--- config.mk ---
export PLATFORM = sky130hd
export DESIGN_NAME = hdlverifier_trigger_sequencer
export DESIGN_NICKNAME = d
export VERILOG_FILES = /design/src/rtl/hdlverifier_trigger_pkg.sv /design/src/rtl/hdlverifier_trig_timeout_counter.sv /design/src/rtl/hdlverifier_trigger_sequencer.sv
export SDC_FILE = /design/constraint.sdc
export NUM_CORES = 1
export LEC_CHECK = 0
export CAP_MARGIN = 20
export CORE_ASPECT_RATIO = 1.5
export CORE_UTILIZATION = 40
export CTS_CLUSTER_DIAMETER = 150
export CTS_CLUSTER_SIZE = 14
export DETAILED_ROUTE_END_ITERATION = 8
export GPL_ROUTABILITY_DRIVEN = 0
export PLACE_DENSITY = 0.8
export SLEW_MARGIN = 20
export SYNTH_ARGS = -nofsm -noshare
export SYNTH_HDL_FRONTEND = slang
export SYNTH_SLANG_ARGS = --single-unit
--- constraint.sdc ---
create_clock -name clk -period 2.99 [get_ports clk]
set_clock_uncertainty 0.05 [all_clocks]
set_input_delay 0.598 -clock clk [delete_from_list [all_inputs] [get_ports clk]]
set_output_delay 0.598 -clock clk [all_outputs]
set_load 0.005 [all_outputs]
--- src/rtl/hdlverifier_trigger_pkg.sv ---
// Shared definitions for the multi-stage trigger sequencer: state encoding,
// stage limits and the helper that pulls one stage's hit target out of the
// flattened configuration vector.
package hdlverifier_trigger_pkg;

   typedef enum logic [1:0] {
      ST_IDLE  = 2'd0,
      ST_ARMED = 2'd1,
      ST_DONE  = 2'd2
   } seq_state_t;

   localparam int MAX_STAGES  = 15;
   localparam int STAGE_IDX_W = 4;
   localparam int MAX_COUNT_W = 32;
   localparam int CFG_FLAT_W  = MAX_STAGES * MAX_COUNT_W;

   // Returns the width-bit field for stage idx from a flattened, zero-extended
   // per-stage configuration vector (stage n at [n*width +: width]).
   function automatic logic [MAX_COUNT_W-1:0] count_field(
      input logic [CFG_FLAT_W-1:0]  flat,
      input logic [STAGE_IDX_W-1:0] idx,
      input int unsigned            width
   );
      logic [CFG_FLAT_W-1:0]  shifted;
      logic [MAX_COUNT_W-1:0] mask;
      shifted = flat >> (32'(idx) * width);
      mask    = (width >= MAX_COUNT_W) ? '1
              : ((MAX_COUNT_W'(1) << width) - MAX_COUNT_W'(1));
      return shifted[MAX_COUNT_W-1:0] & mask;
   endfunction

endpackage

--- src/rtl/hdlverifier_trig_timeout_counter.sv ---
// Per-stage timeout counter for the trigger sequencer. Counts enabled cycles,
// flags expiry on the cycle the count reaches the programmed limit and then
// restarts from zero. A limit of zero disables expiry.
module hdlverifier_trig_timeout_counter #(
   parameter int WIDTH = 16
) (
   input  logic             clk,
   input  logic             reset,
   input  logic             clear,
   input  logic             enable,
   input  logic [WIDTH-1:0] limit,
   output logic             expire
);

   logic [WIDTH-1:0] cnt_q;
   logic [WIDTH-1:0] cnt_d;

   assign expire = enable & (limit != '0) & ((cnt_q + WIDTH'(1)) == limit);

   // Next count: clear wins, otherwise advance on enable and wrap on expiry.
   always_comb begin
      cnt_d = cnt_q;
      if (clear) begin
         cnt_d = '0;
      end else if (enable) begin
         cnt_d = expire ? '0 : (cnt_q + WIDTH'(1));
      end
   end

   // Count register.
   always_ff @(posedge clk) begin
      if (reset) begin
         cnt_q <= '0;
      end else begin
         cnt_q <= cnt_d;
      end
   end

endmodule

--- src/rtl/hdlverifier_trigger_sequencer.sv ---
// Multi-stage trigger sequencer. Walks up to NUM_STAGES programmable stages,
// each completing after its programmed number of stage_hit pulses, and emits
// a one-cycle trigger one clock after the final stage completes.
// Optional feature macro: HDLV_TRIG_SEQ_TIMEOUT_EN builds the per-stage
// timeout (stages after 0) and the sticky seq_reset flag; without it stages
// wait indefinitely and seq_reset is tied low.
module hdlverifier_trigger_sequencer
   import hdlverifier_trigger_pkg::*;
#(
   parameter int NUM_STAGES    = 4,
   parameter int COUNT_WIDTH   = 8,
   parameter int TIMEOUT_WIDTH = 16
) (
   input  logic                              clk,
   input  logic                              reset,
   input  logic                              clk_enable,
   input  logic                              start,
   input  logic [NUM_STAGES-1:0]             stage_hit,
   input  logic [3:0]                        cfg_last_stage,
   input  logic [NUM_STAGES*COUNT_WIDTH-1:0] cfg_count,
   input  logic [NUM_STAGES-1:0]             cfg_consecutive,
   input  logic [TIMEOUT_WIDTH-1:0]          cfg_timeout,
   output logic                              trigger,
   output logic [3:0]                        current_stage,
   output logic [3:0]                        stage_reset,
   output logic                              seq_reset,
   output logic                              armed
);

   localparam logic [STAGE_IDX_W-1:0] TOP_STAGE = STAGE_IDX_W'(NUM_STAGES - 1);

   seq_state_t             state_q, state_d;
   logic [STAGE_IDX_W-1:0] stage_q, stage_d;
   logic [STAGE_IDX_W-1:0] stage_reset_q, stage_reset_d;
   logic [COUNT_WIDTH-1:0] cnt_q, cnt_d;
   logic                   trigger_q, trigger_d;
   logic                   start_d1_q, start_d1_d;

   logic [STAGE_IDX_W-1:0] last_stage;
   logic [CFG_FLAT_W-1:0]  cfg_count_ext;
   logic [COUNT_WIDTH-1:0] tgt_raw;
   logic [COUNT_WIDTH-1:0] tgt;
   logic [COUNT_WIDTH-1:0] cnt_inc;
   logic                   arm_evt;
   logic                   hit_s;
   logic                   cons_s;
   logic                   eval_en;
   logic                   complete;
   logic                   tmo_expire;

   // Edge detect on start runs every clock so a held start never re-arms.
   assign start_d1_d = start;
   assign arm_evt    = start & ~start_d1_q;

   // A final-stage index beyond the implemented stages is clamped.
   assign last_stage = (cfg_last_stage > TOP_STAGE) ? TOP_STAGE : cfg_last_stage;

   // A programmed target of zero behaves as a single-hit stage.
   assign cfg_count_ext = CFG_FLAT_W'(cfg_count);
   assign tgt_raw       = COUNT_WIDTH'(count_field(cfg_count_ext, stage_q, COUNT_WIDTH));
   assign tgt           = (tgt_raw == '0) ? COUNT_WIDTH'(1) : tgt_raw;
   assign cnt_inc       = cnt_q + COUNT_WIDTH'(1);

   // Select the hit and consecutive-mode bits of the stage under evaluation.
   always_comb begin
      hit_s  = 1'b0;
      cons_s = 1'b0;
      for (int i = 0; i < NUM_STAGES; i++) begin
         if (stage_q == STAGE_IDX_W'(i)) begin
            hit_s  = stage_hit[i];
            cons_s = cfg_consecutive[i];
         end
      end
   end

   // Arming outranks evaluation, so a same-cycle arm suppresses completion.
   assign eval_en  = (state_q == ST_ARMED) & clk_enable & ~arm_evt;
   assign complete = eval_en & hit_s & (cnt_inc == tgt);

`ifdef HDLV_TRIG_SEQ_TIMEOUT_EN
   logic seq_reset_q, seq_reset_d;
   logic tmo_enable;
   logic tmo_clear;

   // Stage 0 waits indefinitely; later stages time out unless they complete.
   assign tmo_enable = eval_en & ~complete & (stage_q != '0);
   assign tmo_clear  = arm_evt | complete;

   hdlverifier_trig_timeout_counter #(
      .WIDTH (TIMEOUT_WIDTH)
   ) u_timeout (
      .clk    (clk),
      .reset  (reset),
      .clear  (tmo_clear),
      .enable (tmo_enable),
      .limit  (cfg_timeout),
      .expire (tmo_expire)
   );

   // Sticky timeout flag, cleared only by the next arm.
   always_comb begin
      seq_reset_d = seq_reset_q;
      if (arm_evt) begin
         seq_reset_d = 1'b0;
      end else if (tmo_expire) begin
         seq_reset_d = 1'b1;
      end
   end

   // Timeout flag register.
   always_ff @(posedge clk) begin
      if (reset) begin
         seq_reset_q <= 1'b0;
      end else begin
         seq_reset_q <= seq_reset_d;
      end
   end

   assign seq_reset = seq_reset_q;
`else
   logic unused_cfg_timeout;
   assign unused_cfg_timeout = ^cfg_timeout;
   assign tmo_expire         = 1'b0;
   assign seq_reset          = 1'b0;
`endif

   // Next-state and sequencing: arm, per-stage hit counting, advance, trigger.
   always_comb begin
      state_d       = state_q;
      stage_d       = stage_q;
      cnt_d         = cnt_q;
      stage_reset_d = stage_reset_q;
      trigger_d     = 1'b0;

      if (arm_evt) begin
         state_d       = ST_ARMED;
         stage_d       = '0;
         cnt_d         = '0;
         stage_reset_d = '0;
      end else if (eval_en) begin
         if (complete) begin
            cnt_d = '0;
            if (stage_q < last_stage) begin
               stage_d = stage_q + STAGE_IDX_W'(1);
            end else begin
               trigger_d = 1'b1;
               state_d   = ST_DONE;
            end
         end else if (hit_s) begin
            cnt_d = cnt_inc;
         end else if (cons_s && (cnt_q != '0)) begin
            cnt_d         = '0;
            stage_reset_d = stage_q;
         end

         if (tmo_expire) begin
            stage_d = '0;
            cnt_d   = '0;
         end
      end
   end

   // Sequencer state registers.
   always_ff @(posedge clk) begin
      if (reset) begin
         state_q       <= ST_IDLE;
         stage_q       <= '0;
         cnt_q         <= '0;
         stage_reset_q <= '0;
         trigger_q     <= 1'b0;
         start_d1_q    <= 1'b0;
      end else begin
         state_q       <= state_d;
         stage_q       <= stage_d;
         cnt_q         <= cnt_d;
         stage_reset_q <= stage_reset_d;
         trigger_q     <= trigger_d;
         start_d1_q    <= start_d1_d;
      end
   end

   assign trigger       = trigger_q;
   assign current_stage = stage_q;
   assign stage_reset   = stage_reset_q;
   assign armed         = (state_q == ST_ARMED);

endmodule

Word-level counts from Yosys, hierarchy flattened
Index checks and enable logic that the tools add are counted.
{"block": "totals", "reg_bits": 20, "in_bits": 64, "wordCells": 61, "output_inout_bits": 11}
{"block": "classes", "shifts": 1, "n_eq_ne": 6, "bitwise": 11, "reduce_logical": 14, "addsub": 2, "magnitude_cmp": 2, "muxes": 18}
{"operator": "$mux W8", "n": 4}
{"operator": "$shr A32 B7 Y8", "n": 1}
{"operator": "$mux W1", "n": 13}
{"operator": "$reduce_and A3 Y1", "n": 3}
{"operator": "$add A8 B1 Y8 const B", "n": 1}
{"operator": "$eq A4 B2 Y1 const B", "n": 2}
{"operator": "$eq A8 B8 Y1", "n": 1}
{"operator": "$logic_not A8 Y1", "n": 1}
{"operator": "$reduce_bool A8 Y1", "n": 1}
{"operator": "$not A1 Y1", "n": 6}
{"operator": "$and A1 B1 Y1", "n": 5}
{"operator": "$add A4 B1 Y4 const B", "n": 1}
{"operator": "$eq A4 B1 Y1 const B", "n": 1}
{"operator": "$gt A4 B2 Y1 const B", "n": 1}
{"operator": "$logic_not A4 Y1", "n": 1}
{"operator": "$lt A4 B4 Y1", "n": 1}
{"operator": "$mux W4", "n": 1}
{"operator": "$reduce_and A4 Y1", "n": 1}
{"operator": "$reduce_bool A2 Y1", "n": 2}
{"operator": "$reduce_or A4 Y1", "n": 1}
{"operator": "$reduce_bool A3 Y1", "n": 1}
{"operator": "$eq A2 B1 Y1 const B", "n": 1}
{"operator": "$ne A2 B2 Y1 const B", "n": 1}
{"operator": "$reduce_and A2 Y1", "n": 1}
{"operator": "2 further kinds", "n": 2}

Longest topological paths before layout
{"block": "depth", "depth_word": 10, "ltp_mapped": 12, "mapped_depth_nobuf": 10}

Worst setup path before layout
Ideal clock, no wire load.
{"block": "synth_path", "kind": "reg2reg", "startpoint": "register stage_q[1] (netlist: current_stage[1])", "endpoint": "register cnt_q[5]", "arrival_time_ns": 2.546, "stages_incl_launch_ff": 10, "path_slack_ns": 0.272, "required_time_ns": 2.818, "cell_sequence": "dfxtp_1 clkbuf_1 mux4_2 or4b_1 a2bb2oi_1 o21ai_1 and4_1 buf_6 nor2_2 a221o_1"}
{"block": "synth_between", "elab_chain_cells": 9, "word_cells_on_any_way": 23, "cone_classes": "4 x eq/ne; 1 x shift; 11 x mux; 2 x bitwise; 5 x reduce/logical"}
{"item": "start, declared", "line_no": "hdlverifier_trigger_sequencer.sv:33", "text": "logic [STAGE_IDX_W-1:0] stage_q, stage_d;"}
{"item": "start signal, assigned", "line_no": "hdlverifier_trigger_sequencer.sv:174", "text": "stage_q <= stage_d;"}
{"item": "parallel branches: the longest is 9 deep, another holds $shr A32 B7 Y8"}
{"item": "end signal, assigned", "line_no": "hdlverifier_trigger_sequencer.sv:175", "text": "cnt_q <= cnt_d;"}
{"item": "end, declared", "line_no": "hdlverifier_trigger_sequencer.sv:35", "text": "logic [COUNT_WIDTH-1:0] cnt_q, cnt_d;"}
Several ways; the timed one is not identified.
A chain may end at the register's enable or synchronous reset.

Final worst setup path
{"block": "layout_path", "startpoint": "input cfg_count[29]", "endpoint": "register cnt_q[5]"}
{"block": "layout_between", "elab_chain_cells": 7, "word_cells_on_any_way": 8, "cone_classes": "1 x eq/ne; 1 x shift; 2 x mux; 1 x bitwise; 3 x reduce/logical"}
{"item": "start, declared", "line_no": "hdlverifier_trigger_sequencer.sv:20", "text": "input logic [NUM_STAGES*COUNT_WIDTH-1:0] cfg_count,"}
{"item": "$shr A32 B7 Y8 *", "line_no": "hdlverifier_trigger_pkg.sv:26", "text": "shifted = flat >> (32'(idx) * width);"}
{"item": "$logic_not A8 Y1", "line_no": "hdlverifier_trigger_sequencer.sv:61", "text": "assign tgt = (tgt_raw == '0) ? COUNT_WIDTH'(1) : tgt_raw;"}
{"item": "$mux W8 *", "line_no": "hdlverifier_trigger_sequencer.sv:61"}
{"item": "$eq A8 B8 Y1 *", "line_no": "hdlverifier_trigger_sequencer.sv:78", "text": "assign complete = eval_en & hit_s & (cnt_inc == tgt);"}
{"item": "$and A1 B1 Y1 *", "line_no": "hdlverifier_trigger_sequencer.sv:78"}
{"item": "$reduce_bool A3 Y1 (no line)"}
{"item": "$reduce_and A2 Y1 (no line)"}
Every way passes the cells marked *; elsewhere a longest branch is shown, timed or not.

==> results.yml <==
status:
  status: "complete, no violations"
routing:
  drt_iter0_drc: 45
  vias_per_cell: 5.49
  drt-total-wl_mm: 3.75
  vias: 1558
  postRouteAntennaNets: 0
  drt-wirelength-per-cell_um: 13.2
  drc_errors: 0
  drt_pass1_iterations: 4
pwr:
  p_int_w: 0.000529
  swShare_pct: 20.5
  leakagePower_nw: 0.879
  power.total_w: 0.000666
  sequentialPowerShare_pct: 40.5
  p_comb_share_pct: 17.9
  peakVddDrop_mv: 0.295
  powerDensity_mw_per_mm2: 293
  netSwitchingPower_w: 0.000136
  clockPowerShare_pct: 41.6
cells_and_area:
  layout_common_cells: "clkdlybuf4s50_1, dfxtp_1, nand2_1"
  drive_above_1_share_pct: 11.2
  final_common_cell: "clkdlybuf4s50_1"
  nNetsFinal: 313
  stdcell_count: 284
  final_core_util_pct: 62.2
  areaGrowthSynthToFinish_pct: 50.1
  register_area_um2: 400
  multiInputGateArea_mm2: 0.00106
  fill_cells: 311
  diodes: 0
global_routing:
  grt_pass1_wl_mm: 6.20
  gr-usage-all-layers_pct: 20.3
  grt_max_degree: 13
  grt_pass1_vias: 1494
  overflow: 0
  antenna_found_initial: 0
yosys:
  synthSimpleGateAreaFrac_pct: 29.3
  synth-edff-count: 0
  synth-compound-area-share_pct: 12.2
  yosysUniqueCellTypes: 46
  synth_cells: 174
  synthesis.area_mm2: 0.00151
  synth_ff_type: "dfxtp_1"
  synth-seq-cells: 20
  synthMuxAreaShare_pct: 15.6
  synth_top_family_by_area: "simple AND/OR/NAND/NOR gates"
  synth.avg_cell_area_um2: 8.69
  synth_xor_area_share_pct: 6.13
  synth_warnings: 0
  async_flop_share_pct: 0
  synthAdderAreaFrac_pct: 5.79
  synth_nets: 245
  synth_seq_area_share_pct: 26.5
die:
  start_util_pct: 41.4
  die_h_um: 77.3
  die_area_mm2: 0.00403
  rows: 27
  die-width_um: 52.2
  io_pins: 75
  coreArea_mm2: 0.00365
sta:
  rsz0062_at_grt: "no"
  finalHoldViolations: 0
  period_share_pct: 96.8
  layout_setup_ws_ns: 0.0955
  slew_viol_final: 0
  setup_viol_count_final: 0
  period_needed_ns: 2.89
  relSlewSlack_pct: 61.5
  tightest_slew_ns: 0.571
  holdWs_ns: 0.435
  fmax_ghz: 0.345
hold_path:
  holdCritPathClass: "flip-flop to flip-flop"
  min_path_cells: 2
  hold_start: "state_q[1]"
placed_design:
  dp_hpwl_mm: 3.07
  dp_cells: 280
  dp_slack_ns: -0.239
  numPortBuffers: 57
setup_path:
  cp_data_required_time_ns: 3.10
  slowest_stage: "or4b_1"
  reg2reg_depth: 7
  cp_max_fo: 5
  crit_chain: "clkdlybuf4s50_1 -> mux4_2 -> or4b_1 -> a2bb2oi_1 -> o21ai_1 -> and4_4 -> nor2_2 -> a221o_1"
  rr_startpoint: "current_stage[0]"
  cp.arrival_ns: 3.00
  crit_type: "input pin to flip-flop"
  critPathLaunch: "cfg_count[29]"
  critPathLaunchType: "input pin"
  cp_slowest_stage_delay_ns: 0.52
  end_kind: "flip-flop"
clocking:
  post-cts-setup-buffers: 0
  cts_root_buf: "clkbuf_8"
  cts_max_level: 1
  clk_path_buf_depth: 2
  clkLatencyLatePin_ns: 0.27
  cts_sinks: 20
  cts_tree: "done"
  numCtsBuffers: 3
  path_clk_slew_ns: 0.08
job:
  max-cap-violations: 0
## Yosys cell counts (2+ instances only)
master | n | area [µm²]
a211oi_1 | 3 | 22.5
nand2b_1 | 5 | 31.3
mux2i_1 | 4 | 40.0
nor3_1 | 12 | 60.1
buf_6 | 2 | 22.5
nand3_1 | 5 | 25.0
nor4_1 | 4 | 25.0
nand2_1 | 19 | 71.3
dfxtp_1 | 20 | 400
clkbuf_1 | 3 | 11.3
nand4b_1 | 2 | 17.5
a21oi_1 | 4 | 20.0
nand4_1 | 4 | 25.0
nor2b_1 | 5 | 31.3
nor3b_1 | 2 | 15.0
o21ai_0 | 9 | 45.0
inv_1 | 5 | 18.8
xor2_1 | 5 | 43.8
mux4_2 | 4 | 90.1
mux4_1 | 4 | 105
a221oi_1 | 2 | 17.5
and3_1 | 3 | 18.8
o21a_1 | 2 | 15.0
nor2_1 | 16 | 60.1
xnor2_1 | 3 | 26.3
ha_1 | 7 | 87.6
## stage by stage
stage	area, µm²	TNS (ns)
after detailed placement	2190	-2.11
after global routing	2270	0
after CTS	2260	0
final	2270	0
after global placement	2190	-1.70
after floorplan	1510	0
## worst max-delay path, delay by kind of cell
kind            cells  cell delay, ns
buf+inv             1            0.39
mux                 1            0.50
compound gates      3            0.66
simple gates        3            0.85
## logic make-up (layout without fill, tap and decap cells)
| logic type | count (synthesis) | after routing |
|---|---|---|
| simple gates | 85 | 85 |
| mux | 12 | 12 |
| other cells | 1 | 1 |
| buf+inv | 12 | 79 |
| compound gates | 28 | 28 |
| fa+ha+maj | 7 | 7 |
| flops | 20 | 20 |
| xor+xnor | 9 | 9 |
## state kept, by name (all words and copies together) (netlist names)
signal	cells
cnt_q	8
stage_reset	4
current_stage	4
start_d1_q	1
state_q	2
trigger	1
## final cells by class
cell class | count | area share (%)
multi-input cells | 142 | 46.6
repair buffers | 70 | 29.5
flip-flops and latches | 20 | 17.7
well taps | 43 | 2.37
clock buffers | 3 | 1.82
clock inverters | 1 | 1.32
inverters | 5 | 0.827
## power groups by stage
stage	clock (W)	sequential [W]	combinational [W]
floorplan	0	0.000275	0.0000410
global placement	0	0.000276	0.000116
detailed placement	0	0.000276	0.000118
CTS	0.000278	0.000270	0.000118
global route	0.000289	0.000270	0.000128
finish	0.000277	0.000270	0.000119
## path summary, 6_finish.rpt
path                              endpoint  slack, ns
worst max register to register    cnt_q[5]       0.22
worst min register to register  state_q[1]       0.43
worst min-delay path            state_q[1]       0.43
worst max-delay path              cnt_q[5]        0.1
## layer usage
layer | track usage, % | wire length, µm
met1 | 22.4 | 1490
met2 | 37.2 | 2090
met3 | 1.98 | 117
met4 | 8.68 | 55
met5 | 0 | 0
## repair_timing
item | CTS | global route
setup endpoints to repair | 0 | 11
hold buffers | 0 | 0
resized for setup | 0 | 4
Power figures use the tool's default switching activity.
